===== src/rtl/dp_ram_pkg.sv =====
// Shared types and helpers for the parametrised dual-port RAM.
package dp_ram_pkg;

    typedef enum int {
        RDW_NO_CHANGE   = 0,
        RDW_READ_FIRST  = 1,
        RDW_WRITE_FIRST = 2
    } rdw_mode_e;

    localparam int COLL_CNT_W = 8;

    // One byte lane: take the new byte when its enable is set.
    function automatic logic [7:0] byte_merge(input logic [7:0] old_b,
                                              input logic [7:0] new_b,
                                              input logic       be);
        return be ? new_b : old_b;
    endfunction

endpackage


===== src/rtl/dp_ram_if.sv =====
// One RAM port: request and write signals from the master, read data and its strobe back.
interface dp_ram_if #(
    parameter int DATA_W = 8,
    parameter int ADDR_W = 4
);
    // en is a single-cycle request with no back-pressure (the RAM is always ready);
    // rvalid is a one-cycle strobe that qualifies rdata, which holds between strobes.
    logic                  en;
    logic                  we;
    logic [DATA_W/8-1:0]   be;
    logic [ADDR_W-1:0]     addr;
    logic [DATA_W-1:0]     wdata;
    logic [DATA_W-1:0]     rdata;
    logic                  rvalid;

    modport master (output en, we, be, addr, wdata, input rdata, rvalid);
    modport slave  (input en, we, be, addr, wdata, output rdata, rvalid);

endinterface


===== src/rtl/dp_ram_port_out.sv =====
// Per-port read path: read-during-write select, rvalid generation and optional output register.
module dp_ram_port_out
    import dp_ram_pkg::*;
#(
    parameter int DATA_W   = 8,
    parameter int RDW_MODE = 0,
    parameter int OUT_REG  = 0
) (
    input  logic                clk,
    input  logic                rst_n,
    input  logic                en_i,
    input  logic                we_i,
    input  logic [DATA_W/8-1:0] be_i,
    input  logic [DATA_W-1:0]   wdata_i,
    input  logic [DATA_W-1:0]   old_i,
    output logic [DATA_W-1:0]   rdata_o,
    output logic                rvalid_o
);
    localparam int NB = DATA_W / 8;

    logic [DATA_W-1:0] merged;
    logic [DATA_W-1:0] wr_word;
    logic [DATA_W-1:0] s1_data_d, s1_data_q;
    logic              s1_vld_d, s1_vld_q;

    for (genvar i = 0; i < NB; i++) begin : g_merge
        assign merged[8*i +: 8] = byte_merge(old_i[8*i +: 8], wdata_i[8*i +: 8], be_i[i]);
    end

    assign wr_word = (RDW_MODE == RDW_WRITE_FIRST) ? merged : old_i;

    // old_i is the array word before this edge's writes, so plain reads and
    // cross-port reads both see the pre-write word.
    always_comb begin
        s1_vld_d  = 1'b0;
        s1_data_d = s1_data_q;
        if (en_i && !we_i) begin
            s1_vld_d  = 1'b1;
            s1_data_d = old_i;
        end else if (en_i && we_i && (RDW_MODE != RDW_NO_CHANGE)) begin
            s1_vld_d  = 1'b1;
            s1_data_d = wr_word;
        end
    end

    always_ff @(posedge clk or negedge rst_n) begin
        if (!rst_n) begin
            s1_vld_q  <= 1'b0;
            s1_data_q <= '0;
        end else begin
            s1_vld_q  <= s1_vld_d;
            s1_data_q <= s1_data_d;
        end
    end

    if (OUT_REG != 0) begin : g_oreg
        logic [DATA_W-1:0] s2_data_q;
        logic              s2_vld_q;

        always_ff @(posedge clk or negedge rst_n) begin
            if (!rst_n) begin
                s2_vld_q  <= 1'b0;
                s2_data_q <= '0;
            end else begin
                s2_vld_q <= s1_vld_q;
                if (s1_vld_q) s2_data_q <= s1_data_q;
            end
        end

        assign rdata_o  = s2_data_q;
        assign rvalid_o = s2_vld_q;
    end else begin : g_noreg
        assign rdata_o  = s1_data_q;
        assign rvalid_o = s1_vld_q;
    end

endmodule


===== src/rtl/dp_ram_param.sv =====
// True dual-port synchronous RAM with byte enables, selectable read-during-write
// behaviour, optional output register and write-write collision arbitration.
module dp_ram_param
    import dp_ram_pkg::*;
#(
    parameter int DATA_W   = 8,   // multiple of 8
    parameter int ADDR_W   = 4,
    parameter int RDW_MODE = 0,
    parameter int OUT_REG  = 0,
    parameter int PRIO_A   = 1
) (
    input  logic                  clk,
    input  logic                  rst_n,
    dp_ram_if.slave               a,
    dp_ram_if.slave               b,
    output logic                  coll,
    output logic [COLL_CNT_W-1:0] coll_cnt
);
    localparam int NB    = DATA_W / 8;
    localparam int DEPTH = 1 << ADDR_W;

    logic                  a_wr, b_wr;
    logic                  coll_d, coll_q;
    logic [NB-1:0]         a_be_eff, b_be_eff;
    logic [DATA_W-1:0]     a_old, b_old;
    logic [COLL_CNT_W-1:0] coll_cnt_d, coll_cnt_q;

    assign a_wr   = a.en & a.we;
    assign b_wr   = b.en & b.we;
    assign coll_d = a_wr & b_wr & (a.addr == b.addr);

    // On a collision the losing port drops only the bytes the winner also writes.
    always_comb begin
        a_be_eff = a.be;
        b_be_eff = b.be;
        if (coll_d) begin
            if (PRIO_A != 0) b_be_eff = b.be & ~a.be;
            else             a_be_eff = a.be & ~b.be;
        end
    end

    // One array per byte lane; the effective enables never overlap on a shared address.
    for (genvar i = 0; i < NB; i++) begin : g_lane
        logic [7:0] lane_q [DEPTH];

        always_ff @(posedge clk) begin
            if (a_wr && a_be_eff[i]) lane_q[a.addr] <= a.wdata[8*i +: 8];
            if (b_wr && b_be_eff[i]) lane_q[b.addr] <= b.wdata[8*i +: 8];
        end

        assign a_old[8*i +: 8] = lane_q[a.addr];
        assign b_old[8*i +: 8] = lane_q[b.addr];
    end

    assign coll_cnt_d = (coll_d && (coll_cnt_q != '1)) ? coll_cnt_q + 1'b1 : coll_cnt_q;

    always_ff @(posedge clk or negedge rst_n) begin
        if (!rst_n) begin
            coll_q     <= 1'b0;
            coll_cnt_q <= '0;
        end else begin
            coll_q     <= coll_d;
            coll_cnt_q <= coll_cnt_d;
        end
    end

    assign coll     = coll_q;
    assign coll_cnt = coll_cnt_q;

    dp_ram_port_out #(
        .DATA_W  (DATA_W),
        .RDW_MODE(RDW_MODE),
        .OUT_REG (OUT_REG)
    ) u_out_a (
        .clk     (clk),
        .rst_n   (rst_n),
        .en_i    (a.en),
        .we_i    (a.we),
        .be_i    (a.be),
        .wdata_i (a.wdata),
        .old_i   (a_old),
        .rdata_o (a.rdata),
        .rvalid_o(a.rvalid)
    );

    dp_ram_port_out #(
        .DATA_W  (DATA_W),
        .RDW_MODE(RDW_MODE),
        .OUT_REG (OUT_REG)
    ) u_out_b (
        .clk     (clk),
        .rst_n   (rst_n),
        .en_i    (b.en),
        .we_i    (b.we),
        .be_i    (b.be),
        .wdata_i (b.wdata),
        .old_i   (b_old),
        .rdata_o (b.rdata),
        .rvalid_o(b.rvalid)
    );

endmodule


===== src/flat_wrapper.sv =====
// flat-port wrapper written by rule: the top's interface ports become plain ports
module dp_ram_param_flat import dp_ram_pkg::*;
#(
    parameter int DATA_W   = 8,                   
    parameter int ADDR_W   = 4,
    parameter int RDW_MODE = 0,
    parameter int OUT_REG  = 0,
    parameter int PRIO_A   = 1
)
  (clk, rst_n, coll, coll_cnt, a_en, a_we, a_be, a_addr, a_wdata, a_rdata, a_rvalid, b_en, b_we, b_be, b_addr, b_wdata, b_rdata, b_rvalid);
  dp_ram_if #(.DATA_W(DATA_W), .ADDR_W(ADDR_W)) a_i ();
  dp_ram_if #(.DATA_W(DATA_W), .ADDR_W(ADDR_W)) b_i ();
  input  logic clk;
  input  logic rst_n;
  output logic coll;
  output logic [COLL_CNT_W-1:0] coll_cnt;
  input wire logic [$bits(a_i.en)-1:0] a_en;
  input wire logic [$bits(a_i.we)-1:0] a_we;
  input wire logic [$bits(a_i.be)-1:0] a_be;
  input wire logic [$bits(a_i.addr)-1:0] a_addr;
  input wire logic [$bits(a_i.wdata)-1:0] a_wdata;
  output wire logic [$bits(a_i.rdata)-1:0] a_rdata;
  output wire logic [$bits(a_i.rvalid)-1:0] a_rvalid;
  input wire logic [$bits(b_i.en)-1:0] b_en;
  input wire logic [$bits(b_i.we)-1:0] b_we;
  input wire logic [$bits(b_i.be)-1:0] b_be;
  input wire logic [$bits(b_i.addr)-1:0] b_addr;
  input wire logic [$bits(b_i.wdata)-1:0] b_wdata;
  output wire logic [$bits(b_i.rdata)-1:0] b_rdata;
  output wire logic [$bits(b_i.rvalid)-1:0] b_rvalid;
  assign a_i.en = a_en;
  assign a_i.we = a_we;
  assign a_i.be = a_be;
  assign a_i.addr = a_addr;
  assign a_i.wdata = a_wdata;
  assign a_rdata = a_i.rdata;
  assign a_rvalid = a_i.rvalid;
  assign b_i.en = b_en;
  assign b_i.we = b_we;
  assign b_i.be = b_be;
  assign b_i.addr = b_addr;
  assign b_i.wdata = b_wdata;
  assign b_rdata = b_i.rdata;
  assign b_rvalid = b_i.rvalid;
  dp_ram_param #(.DATA_W(DATA_W), .ADDR_W(ADDR_W), .RDW_MODE(RDW_MODE), .OUT_REG(OUT_REG), .PRIO_A(PRIO_A)) u_core (.clk(clk), .rst_n(rst_n), .a(a_i), .b(b_i), .coll(coll), .coll_cnt(coll_cnt));
endmodule

===== config.mk =====
export PLATFORM = sky130hd
export DESIGN_NAME = dp_ram_param_flat
export DESIGN_NICKNAME = d
export VERILOG_FILES = /design/src/rtl/dp_ram_pkg.sv /design/src/rtl/dp_ram_if.sv /design/src/rtl/dp_ram_port_out.sv /design/src/rtl/dp_ram_param.sv /design/src/flat_wrapper.sv
export SDC_FILE = /design/constraint.sdc
export NUM_CORES = 1
export LEC_CHECK = 0
export CAP_MARGIN = 25
export CORE_MARGIN = 2
export CORE_UTILIZATION = 60
export DETAILED_ROUTE_END_ITERATION = 6
export PLACE_DENSITY = 0.92
export SYNTH_ARGS = -nofsm -noshare
export SYNTH_HDL_FRONTEND = slang
export SYNTH_SLANG_ARGS = --single-unit

===== constraint.sdc =====
create_clock -name clk -period 2.2 [get_ports clk]
set_clock_uncertainty 0.1 [all_clocks]
set_input_delay 0.55 -clock clk [delete_from_list [all_inputs] [get_ports clk]]
set_output_delay 0.55 -clock clk [all_outputs]
set_load 0.03 [all_outputs]

==> metrics.md <==
| Metric | Value |
|---|---|
| Outcome | `finished with violations` |
| Failing checks | `design-rule violations` |
| DRC Markers | `8` |
| Post-route cell area | `11,300 µm²` |
| Internal power | `between 5 and 6 mW` |
| Die Span Y | `126 µm` |
| Vias | `6,958` |
| Die width | `126 µm` |
| FF-to-FF Start | `u_core.coll_cnt[0]` |
| Antenna Nets Post-Route | `0` |
| Post-synth ARST share | `17.4%` |
| Hold Fails Final Rpt | `0` |
| Yosys top cell area share | `a little over two fifths` |
| CP Class | `in2reg` |
| Nets | `just under 800` |
| Drt pass-1 iters | `7` |
| Htree depth | `4` |
| Final period util | `98.8%` |
| Power Dens Cells | `652 nW/µm²` |
| Max Cap Viol | `0` |
| Post-synthesis register bit count | `between 150 and 200` |
| Switch Pwr | `1.91 mW` |
| Worst VDD drop | `0.000558 V` |
| GRT overflow | `0` |
| RSZ-0062 raised after global routing | `no` |
| Syn nets | `660` |
| Post-synth EDFFs | `128` |
| Leak Pwr | `between 4 and 5 nW` |
| Final GP Congestion | `around 0.96` |
| Synth area leaders | `edfxtp_1 (43%), mux2_2 (15%), mux4_2 (8.1%)` |
| # hold bufs at CTS | `0` |
| CTS tree | `yes` |
| Cells after synthesis | `627` |
| Setup crit start kind | `input pin` |
| Placement-stage cell area | `10,600 µm²` |
| CP max FO | `5` |
| Antenna cells | `0` |
| Most frequent cell after synthesis | `edfxtp_1` |
| Worst skew pair latency | `0.44 ns` |
| Cell Area, Synth | `8880 µm²` |
| Clock tree buffer depth | `2` |
| Share of cells above drive strength 1 | `44.8%` |
| Setup ws final | `between 0.02 and 0.03 ns` |
| Clk pwr share | `~40%` |
| Overall power | `7.36 mW` |
| Post-synth cell types | `41` |
| GRT Total Usage | `36.6%` |
| Clk sinks | `155` |
| DR vias/cell | `7.31` |
| CP Capture Type | `register` |
| Mean post-synth cell area | `14.2 µm²` |
| Final min period | `about 2.2 ns` |
| Main synth FF type | `edfxtp_1` |
| I/O Buffers | `between 50 and 60` |
| CTS root buf | `clkbuf_16` |
| Max-Slew Margin vs Limit | `36.1%` |
| Core Region | `14,500 µm²` |
| Wire per inst | `29.7 µm` |
| Dpl ws | `-0.688 ns` |
| Vias in the first global route | `~7,000` |
| F_max | `between 400 and 500 MHz` |
| Num ports | `59` |
| Synth cell count leaders | `edfxtp_1 (128), mux2_2 (121), mux2i_1 (64), nor2_1 (36), mux4_2 (32)` |
| Post-synthesis sequential area ratio | `50.9%` |
| Pins Over Slew Limit | `0` |
| Worst hold margin | `0.383 ns` |
| Worst slew pin tran | `0.957 ns` |
| First-pass GRT wire length | `42,800 µm` |
| Post-synth top area cell | `edfxtp_1` |
| Initial antenna violation count | `1` |
| Row cnt | `44` |
| Critical path launch point | `b_addr[3]` |
| Fin util | `78.0%` |
| Critical Path RT | `2.28 ns` |
| Switching share of power | `25.9%` |
| Seq pwr share | `a little under half` |
| Setup-failing EPs final | `0` |
| HPWL after DPL | `18,300 µm` |
| Clock transition at path regs | `around 0.060 ns` |
| Gate power share | `15.2%` |
| Initial DRC Count | `approximately 970` |
| Min-delay worst type | `in2async` |
| Synth warn | `0` |
| Largest net degree at the start of global routing | `28` |
| Inserted Clock Buffers | `17` |
| Final WL | `28,300 µm` |
| Area growth syn-to-layout | `27.2%` |
| Die area | `15,800 µm²` |
| Worst EP arrival | `2.25 ns` |
| Initial Util | `around three fifths` |
critical path, cell delays in order:
cell and delay [ns]:
dlygate4sd2_1 0.29, xnor2_2 0.15, nand3_2 0.10, nor2_4 0.07
or4b_4 0.59, buf_8 0.18, mux2_4 0.31
path summary, 6_finish.rpt:
check	cells past startpoint	end	slack, ns
setup / recovery	7	u_core.g_lane[0].lane_q[15][5]	0.03
hold / removal	2	u_core.u_out_b.rdata_o[7]	0.38
setup reg to reg	6	u_core.coll_cnt[1]	0.42
hold reg to reg	1	u_core.u_out_a.rdata_o[7]	0.41
max in group asynchronous	2	u_core.u_out_b.rdata_o[3]	1.36
min in group clk	1	u_core.u_out_a.rdata_o[7]	0.41
per-stage QoR:
step	instances	TNS, ns
2_1_floorplan	627	-1.77
3_3_place_gp	916	-130.88
3_5_place_dp	916	-155.22
4_1_cts	951	0
5_1_grt	952	0
6_report	952	0
registers in the layout (all words and copies together) (netlist names):
signal,cells
u_core.u_out_a.rdata_o,8
u_core.u_out_b.rdata_o,8
u_core.u_out_a.rvalid_o,1
u_core.u_out_b.rvalid_o,1
u_core.coll_cnt,8
u_core.g_lane.lane_q,128
u_core.coll,1
placed cells by master, fill, tap and decap left out, types with 3 or more instances in the layout:
cell type	count
mux2_4	16
buf_12	16
xnor2_1	7
dfrtp_1	27
nand2b_1	5
or2_2	3
mux4_2	32
inv_4	4
dlygate4sd2_1	14
o21bai_4	7
mux2_2	113
a22oi_1	15
nand4_1	4
nor2b_1	6
buf_2	3
nand2_1	6
nand2_2	3
clkbuf_16	20
clkdlybuf4s50_1	39
nor3_4	11
nand3b_1	6
buf_4	82
edfxtp_1	128
nand3_1	4
nor2_1	36
a31oi_1	15
clkinvlp_4	3
o21bai_2	7
mux2i_1	64
o22ai_1	31
power by group through the flow:
stage               combinational (mW)  clock (mW)  sequential [mW]
finish                            1.12        2.92             3.32
global route                      1.17        3.02             3.33
CTS                               1.09        2.90             3.32
detailed placement                1.07           0             3.38
global placement                  1.02           0             3.37
floorplan                        0.526           0             3.48
cell families (layout without fill, tap and decap cells):
kind of cell / Yosys count / in the layout / share of synthesized area [%]
AOI/OAI and AO/OA: 81 / 81 / 6.09
xor gates and xnor gates: 11 / 11 / 1.08
DFF: 155 / 155 / 50.9
adders and majority gates: 1 / 1 / 0.141
buffers and inverters: 50 / 191 / 2.56
muxes: 225 / 225 / 32.0
and+or+nand+nor: 104 / 104 / 7.23
per-layer routing:
metal,up-vias,global-route usage (%),part of all wire (%)
li1,2755,-,-
met1,3318,44.9,33
met2,713,58.1,48
met3,172,10.6,12
met4,0,21.5,6.2
met5,-,0,0
area by class of cell:
cell class / instances / area, µm²
Clock inverter: 11 / 75.1
Multi-Input combinational cell: 422 / 4420
Clock buffer: 21 / 514
Fill cell: 732 / 3180
Timing Repair Buffer: 159 / 1540
Tap cell: 184 / 230
Sequential cell: 155 / 4520
what timing repair did:
| item | in CTS | in global routing |
|---|---|---|
| gates resized for setup | 30 | 4 |
| pin swaps | 8 | 2 |
| setup buffers | 2 | 1 |
| setup endpoints to repair | 265 | 37 |
| gates cloned | 1 | 0 |
Power figures use the tool's default switching activity.
